File: src/rtl/rr_mux_arbiter.sv
// Round-robin arbiter for an N-input, W-bit select datapath. Registers the granted
// word onto a valid/ready channel and pulses a one-hot acknowledge back to the producer.
module rr_mux_arbiter #(
    parameter int N = 4,
    parameter int m = 2,
    parameter int W = 4
) (
    input  logic           clk,
    input  logic           rst_n,
    input  logic [N-1:0]   req,
    input  logic [N*W-1:0] data_in,
    output logic [m-1:0]   sel,
    output logic [W-1:0]   out_data,
    output logic           out_valid,
    input  logic           out_ready,
    output logic [N-1:0]   ack,
    output logic           busy
);

    typedef enum logic {
        IDLE = 1'b0,
        SEND = 1'b1
    } state_t;

    state_t         state_q, state_d;
    logic [m-1:0]   ptr_q, ptr_d;
    logic [m-1:0]   sel_q, sel_d;
    logic [W-1:0]   out_data_q, out_data_d;
    logic           out_valid_q, out_valid_d;
    logic [N-1:0]   ack_q, ack_d;

    logic [N-1:0]   ereq;
    logic [m-1:0]   cand;
    logic [m-1:0]   win;
    logic           found;

    // Scan ptr+1, ptr+2, ... wrapping at N (not 2**m), so unused indices never win.
    always_comb begin
        // NOTE: every variable gets a default before any branch; a missed path would infer a latch.
        ereq  = req & ~ack_q;
        cand  = ptr_q;
        win   = '0;
        found = 1'b0;
        for (int k = 0; k < N; k++) begin
            cand = (cand == m'(N - 1)) ? '0 : cand + 1'b1;
            if (!found && ereq[cand]) begin
                found = 1'b1;
                win   = cand;
            end
        end
    end

    always_comb begin
        state_d     = state_q;
        ptr_d       = ptr_q;
        sel_d       = sel_q;
        out_data_d  = out_data_q;
        out_valid_d = out_valid_q;
        ack_d       = '0;
        case (state_q)
            IDLE: begin
                if (found) begin
                    sel_d       = win;
                    out_data_d  = data_in[win*W +: W];
                    out_valid_d = 1'b1;
                    state_d     = SEND;
                end
            end
            SEND: begin
                // Requests are ignored here; the captured word is always delivered.
                if (out_valid_q && out_ready) begin
                    out_valid_d  = 1'b0;
                    ack_d[sel_q] = 1'b1;
                    ptr_d        = sel_q;
                    state_d      = IDLE;
                end
            end
            default: state_d = IDLE;
        endcase
    end

    always_ff @(posedge clk) begin
        // NOTE: sequential state uses non-blocking assignments so all flops update together.
        if (!rst_n) begin
            state_q     <= IDLE;
            ptr_q       <= m'(N - 1);
            sel_q       <= '0;
            out_data_q  <= '0;
            out_valid_q <= 1'b0;
            ack_q       <= '0;
        end else begin
            state_q     <= state_d;
            ptr_q       <= ptr_d;
            sel_q       <= sel_d;
            out_data_q  <= out_data_d;
            out_valid_q <= out_valid_d;
            ack_q       <= ack_d;
        end
    end

    assign sel       = sel_q;
    assign out_data  = out_data_q;
    assign out_valid = out_valid_q;
    assign ack       = ack_q;
    assign busy      = (state_q == SEND);

endmodule

File: config.mk
export PLATFORM = sky130hd
export DESIGN_NAME = rr_mux_arbiter
export DESIGN_NICKNAME = d
export VERILOG_FILES = /design/src/rtl/rr_mux_arbiter.sv
export SDC_FILE = /design/constraint.sdc
export NUM_CORES = 1
export LEC_CHECK = 0
export CAP_MARGIN = 20
export CORE_MARGIN = 4
export CORE_UTILIZATION = 39
export CTS_CLUSTER_DIAMETER = 30
export CTS_CLUSTER_SIZE = 25
export DETAILED_ROUTE_END_ITERATION = 10
export PLACE_DENSITY = 0.86
export SKIP_CTS_REPAIR_TIMING = 1
export SYNTH_ARGS = -nofsm -noshare
export SYNTH_HDL_FRONTEND = slang
export SYNTH_SLANG_ARGS = --single-unit
export TNS_END_PERCENT = 5
File: constraint.sdc
create_clock -name clk -period 1.8 [get_ports clk]
set_input_delay 0.36 -clock clk [delete_from_list [all_inputs] [get_ports clk]]
set_output_delay 0.36 -clock clk [all_outputs]
set_load 0.1 [all_outputs]
==> results.md <==
- GRT overflow: 0
- Boundary Pins: 35
- Clock period minus final worst setup slack: 1.851 ns
- Status: finished, violations left
- First-pass GRT wire length: 3.567 mm
- Clock Path Buffers: 2
- Slew Viols, Final: 0
- Worst Slack Setup Final: -0.05081 ns
- Startpoint types: flip-flop
- Clk sinks: 14
- Dpl hpwl: 1.821 mm
- Max-Cap Viols: 0
- Wire per inst: 19.33 µm
- Gate count of the mapped netlist: 76
- Crit path DAT: 2.06 ns
- Core ar.: 1745 µm²
- Mean post-synth cell area: 9.483 µm²
- Tcrit/Tclk final: 102.8%
- RePlAce Congestion: 0.7711
- Register area: 289.0 µm²
- Worst stage delay on the critical path: 0.42 ns
- Syn_nets: 100
- Synth area leaders: dfxtp_1 39%, mux2i_1 11%, o221ai_1 7.3%, nand2_1 5.7%, nand3_1 5.6%
- CTS clk-pin slew, worst paths: 0.09 ns
- Clock buffer count from CTS: 3
- RSZ-0062 raised after global routing: yes
- Syn-to-layout area delta: 89.76%
- Crit-path cells: ha_4, nand3b_1, a2111oi_4, a211oi_2, nand3b_4, o221ai_1
- DRC Markers: 0
- GRT Resource Usage Total: 18.63%
- Die area: 2599 µm²
- Vias: 858
- Commonest non-fill, non-tap cell in the layout: clkdlybuf4s50_1
- Std cell rows: 15
- Layout Cells excl Fill: 145
- Initial antenna violation count: 0
- WHS: 0.5284 ns
- DR iter-0 viols: 50
- Placed instance area: 1259 µm²
- CTS tree: built
- Pin count of the biggest net entering global routing: 10
- Sequential share of the synthesized area: 38.89%
- Peak supply drop: 0.7690 mV
- Root Buffer Master: clkbuf_4
- Vias in the first global route: 780
- Max_slew headroom: 74.22%
- Final instance area: 1368 µm²
- Leakage power: 0.5341 nW
- Most frequent cells in the layout: 22 x clkdlybuf4s50_1, 12 x buf_12, 11 x nand2_1
- Pre-antenna DRT Iters: 4
- H-tree depth: 1
- Area of the multi-input gates: 483.0 µm²
- Vert. Die Dim: 50.99 µm
- Crit Path Max Fanout: 4
- Hold Vio Cnt, Final: 0
- Total Wirelength: 2.803 mm
- N_diodes: 0
- Yosys warns: 0
- Ratio of cells with drive above 1 in the final layout: 34.17%
- DIE WIDTH: 50.99 µm
- Total chip power: 1.062 mW
- Post-Syn Area: 720.7 µm²
- WS Path Type: flip-flop to flip-flop
- Worst skew pair latency: 0.30 ns
- Post-synth top area share: 38.89%
- Yosys reg bits: 14
- Vias per cell: 5.917
- Synth area leader: dfxtp_1
- Fillers: 98
- Max Clock Skew: 0.005731 ns
- Synth cell types: 29
- FMAX: 0.5403 GHz
- Power density cells: 776.7 nW/µm²
- Final ANT Viol Nets: 0
- Critical path's slowest cell: a2111oi_4
- Setup Viol. Count Final: 2
- Worst Max-Slew Pin Slew: 0.3855 ns
- Hold Crit Class: flip-flop to flip-flop
- Port bufs: 34
- Crit path capture type: flip-flop
- Final #Nets: 145
- Req. time, crit path: 2.01 ns
- Placed insts: 140
- Failing checks: setup timing
- Starting Density: 41.29%
-- final cells by class --
type	count	share of cell area (%)
timing repair buffer	42	38.33
sequential	14	21.13
clock buffer	4	2.653
multi-input combinational	59	35.32
tap	25	2.287
inverter	1	0.2745
-- through the flow --
step                      setup TNS [ns]  setup WS, ns  utilization [%]
after floorplan                        0       0.01210                -
after global placement           -0.9753       -0.2333            72.11
after detailed placement          -1.407       -0.3362            72.11
after CTS                       -0.09744      -0.07537            74.19
after global routing             -0.4058       -0.1149            78.35
final                           -0.08001      -0.05081            78.35
-- synth_stat cells --
library cell  number
and4_1             1
o211a_1            1
nor2b_1            2
nand2b_2           1
nand3_1            8
a21boi_0           1
dfxtp_1           14
ha_1               1
nand3b_4           1
nor3_1             1
nor2_1             2
mux2i_1            8
a21boi_1           2
and3_1             1
a2111oi_2          1
inv_1              1
clkbuf_1           1
nand2b_1           2
a21oi_1            1
a211oi_1           1
a31oi_2            1
nor2b_2            1
o221ai_1           6
buf_4              1
o21ai_1            1
nor3b_1            2
nand2_1           11
a31o_2             1
nand3b_1           1
-- registers in the layout, summed over array words and instances (netlist names) --
register,flops
ack,4
busy,1
out_data,4
out_valid,1
ptr_q,2
sel,2
-- cells by family (layout without fill, tap and decap cells) --
logic type	after synthesis	count (layout)	share of synthesized area [%]
compound gates	16	16	19.27
fa+ha+maj	1	1	1.736
buf+inv	3	47	2.083
flops	14	14	38.89
mux	8	8	11.11
simple gates	34	34	26.91
-- routing by layer --
metal  wire length [µm]  global-route usage (%)
met3                202                   2.624
met1                980                   20.96
met4                161                   11.66
met5                  0                       0
met2               1459                   32.62
-- worst max-delay path, delay by kind of cell (launching register included) --
| kind | cells | cell delay (ns) |
|---|---|---|
| compound gates | 3 | 0.77 |
| simple gates | 2 | 0.32 |
| fa+ha+maj | 1 | 0.29 |
| flops | 1 | 0.39 |
-- power by group --
group | total, mW | leakage, nW | internal, mW | switching (mW)
sequential | 0.371 | 0.117 | 0.333 | 0.0384
clock | 0.235 | 0.0210 | 0.124 | 0.111
combinational | 0.456 | 0.396 | 0.200 | 0.256
total | 1.06 | 0.534 | 0.656 | 0.406
-- worst paths after layout --
check | startpoint | end | slack, ns | cells past startpoint
max reg2reg | ptr_q[0] | out_data[2] | -0.05 | 6
min reg2reg | ptr_q[1] | ptr_q[1] | 0.53 | 2
min | ptr_q[1] | ptr_q[1] | 0.53 | 2
max | ptr_q[0] | out_data[2] | -0.05 | 6
No activity file was read; power rests on OpenSTA's default activity.
==> RTL change: new RTL, config.mk and constraints unchanged <==
`N`: 4 -> 5.
--- a/src/rtl/rr_mux_arbiter.sv
+++ b/src/rtl/rr_mux_arbiter.sv
@@ -1,7 +1,7 @@
 // Round-robin arbiter for an N-input, W-bit select datapath. Registers the granted
 // word onto a valid/ready channel and pulses a one-hot acknowledge back to the producer.
 module rr_mux_arbiter #(
-    parameter int N = 4,
+    parameter int N = 5,
     parameter int m = 2,
     parameter int W = 4
 ) (
Ports: changed (resized ack, data_in and req); port bits go from 35 to 41. The function was not compared with the original's and may differ.
==> RTL change against the unedited design <==
- cell area increased by 44%
- worst setup slack got worse by 550 ps
- final cell count up 50%
- sequential cell count unchanged
- area after synthesis is 52% higher
- combinational power fell by 29%
- die area is 43% higher
- first-iteration DRC count rose by 40%
- total power down 15%
- routed wire length up 29%
- the flow still finishes with violations (setup timing)
==> RTL change: results (changes against the unedited design) <==
Outcome
  • Status: complete, but fails checks
  • Failing checks: setup timing

Finish
  • Final #Nets: 219 (+51%)
  • Diode count: 0 (unchanged)
  • Layout cell share with drive strength beyond 1: 40.6% (+6.5 points)

Synth
  • Yosys warnings: 0 (unchanged)
  • Seq/Total Area, Yosys: 25.5% (-13 points)
  • Post-synth cell types: 44 (+52%)
  • Post-Syn Nets: 159 (+59%)
  • Synth cell count leaders: 14 x dfxtp_1, 14 x mux2i_1, 10 x nor2b_1
  • Ys async rst share: 0% (unchanged)
  • Synth top area cells: dfxtp_1 26%, mux2i_1 13%, nor2b_1 5.7%, nand3b_1 4.8%, o221ai_1 4.0%

Global route
  • GR Util met2: 38.2% (+5.6 points)
  • Number of global-route vias before repair: 1270 (+63%)
  • Gr usage total: 20.1% (+1.4 points)
  • Met1 Usage GRT: 23.3% (+2.3 points)
  • Met3 usage: 2.73% (+0.10 points)
  • Largest net degree at the start of global routing: 12 (+2)
  • Global-route wire length before repair: 5740 µm (+61%)

Power and ir drop
  • VDD IR max: 521 µV (-32%)
  • Static Leak: 0.727 nW (+36%)

STA
  • Fin Setup TNS: -3850 ps (-3770 ps)
  • Final worst slack: -597 ps (-546 ps)
  • Final setup violation count: 8 (+6)
  • Clock Skews: 8.19 ps (+2.46 ps)

Route
  • DRT Pass-1 Iters: 5 (+1)
  • DR vias/cell: 5.84 (-1.2%)
  • First DRT Iteration DRCs: 70 (+40%)
  • Drt wl/cell: 16.6 µm (-14%)

Place
  • GPL Wtd Cong: 0.864 (+12%)
  • DP Worst Slack: -789 ps (-452 ps)
  • DP Wirelength: 2750 µm (+51%)
  • PortBufs: 34 (unchanged)
  • Placement Cell Area: 1820 µm² (+45%)

CTS
  • Clk_lat worst skew: 290 ps
  • Clock Path Buffers: 2 (unchanged)
  • H-tree Lvls: 1 (unchanged)
  • Worst-path clk slew: 90 ps (about the same)
  • CTS buffer count: 3 (unchanged)

Critical path
  • Worst Path Arrival: 2580 ps (+520 ps)
  • Worst Path Max Fanout: 5 (+1)
==> RTL change: cell types whose count changed in the layout (fill, tap and decap cells not counted), sizes merged, moves of 4 or more <==
cell and delta:
buf +21, nor3 +4, o21ai +4, a21oi +7, mux2i +6, nor2b +7
nand3b +5, nand3 -4
==> RTL change: power by group <==
part | leakage [nW] | switching [W] | internal [W] | total (W)
registers | 0.118 | 0.0000204 | 0.000320 | 0.000340
logic | 0.588 | 0.000178 | 0.000146 | 0.000324
clock network | 0.0210 | 0.000111 | 0.000123 | 0.000234
total | 0.727 | 0.000309 | 0.000589 | 0.000898
==> RTL change: routing by layer <==
layer  share of wire (%)  wire [µm]
met1                  39       1420
met2                  52       1880
met3                 7.6        273
met4                 1.0         36
met5                   0          0
==> RTL change: through the flow <==
stage	utilization [%]	instances
2_1_floorplan	-	128
3_3_place_gp	70.3	211
3_5_place_dp	70.3	211
4_1_cts	71.7	215
5_1_grt	75.9	217
6_report	75.9	217
==> RTL change: path summary, 6_finish.rpt <==
| check | slack (ps) | end | cells past startpoint | startpoint |
|---|---|---|---|---|
| setup / recovery | -600 | out_data[3]$_SDFFE_PN0P_ | 10 | ptr_q[0]$_SDFFE_PN0P_ |
| hold / removal | 580 | ptr_q[1]$_SDFFE_PN0P_ | 2 | ptr_q[1]$_SDFFE_PN0P_ |
| setup reg to reg | -600 | out_data[3]$_SDFFE_PN0P_ | 10 | ptr_q[0]$_SDFFE_PN0P_ |
| hold reg to reg | 580 | ptr_q[1]$_SDFFE_PN0P_ | 2 | ptr_q[1]$_SDFFE_PN0P_ |
==> RTL change: cells by family (layout without fill, tap and decap cells) <==
| logic type | Yosys count | after routing | share of synthesized area (%) |
|---|---|---|---|
| multiplexers | 14 | 14 | 12.8 |
| other | 1 | 1 | 0.342 |
| AO/OA/AOI/OAI | 30 | 30 | 21.0 |
| AND/OR/NAND/NOR | 56 | 56 | 32.0 |
| adder cells (fa/ha/maj) | 3 | 3 | 3.42 |
| flip-flops | 14 | 14 | 25.5 |
| buffers and inverters | 10 | 69 | 4.90 |
==> RTL change: worst max-delay path, cell delays in order, from the launching register on <==
cell and delay (ps):
dfxtp_4 360, buf_6 130, ha_4 160, or3b_1 350
a21oi_1 150, and4b_4 240, and3b_4 210, a21oi_4 150
buf_4 150, mux2i_1 260, o221ai_2 130
==> RTL change: cell type report <==
| type | instances | area, µm² |
|---|---|---|
| Sequential cell | 14 | 293 |
| Timing Repair Buffer | 63 | 707 |
| Clock buffer | 4 | 36.3 |
| Fill cell | 163 | 623 |
| Inverter | 2 | 7.51 |
| Tap cell | 30 | 37.5 |
| Multi-Input combinational cell | 104 | 886 |
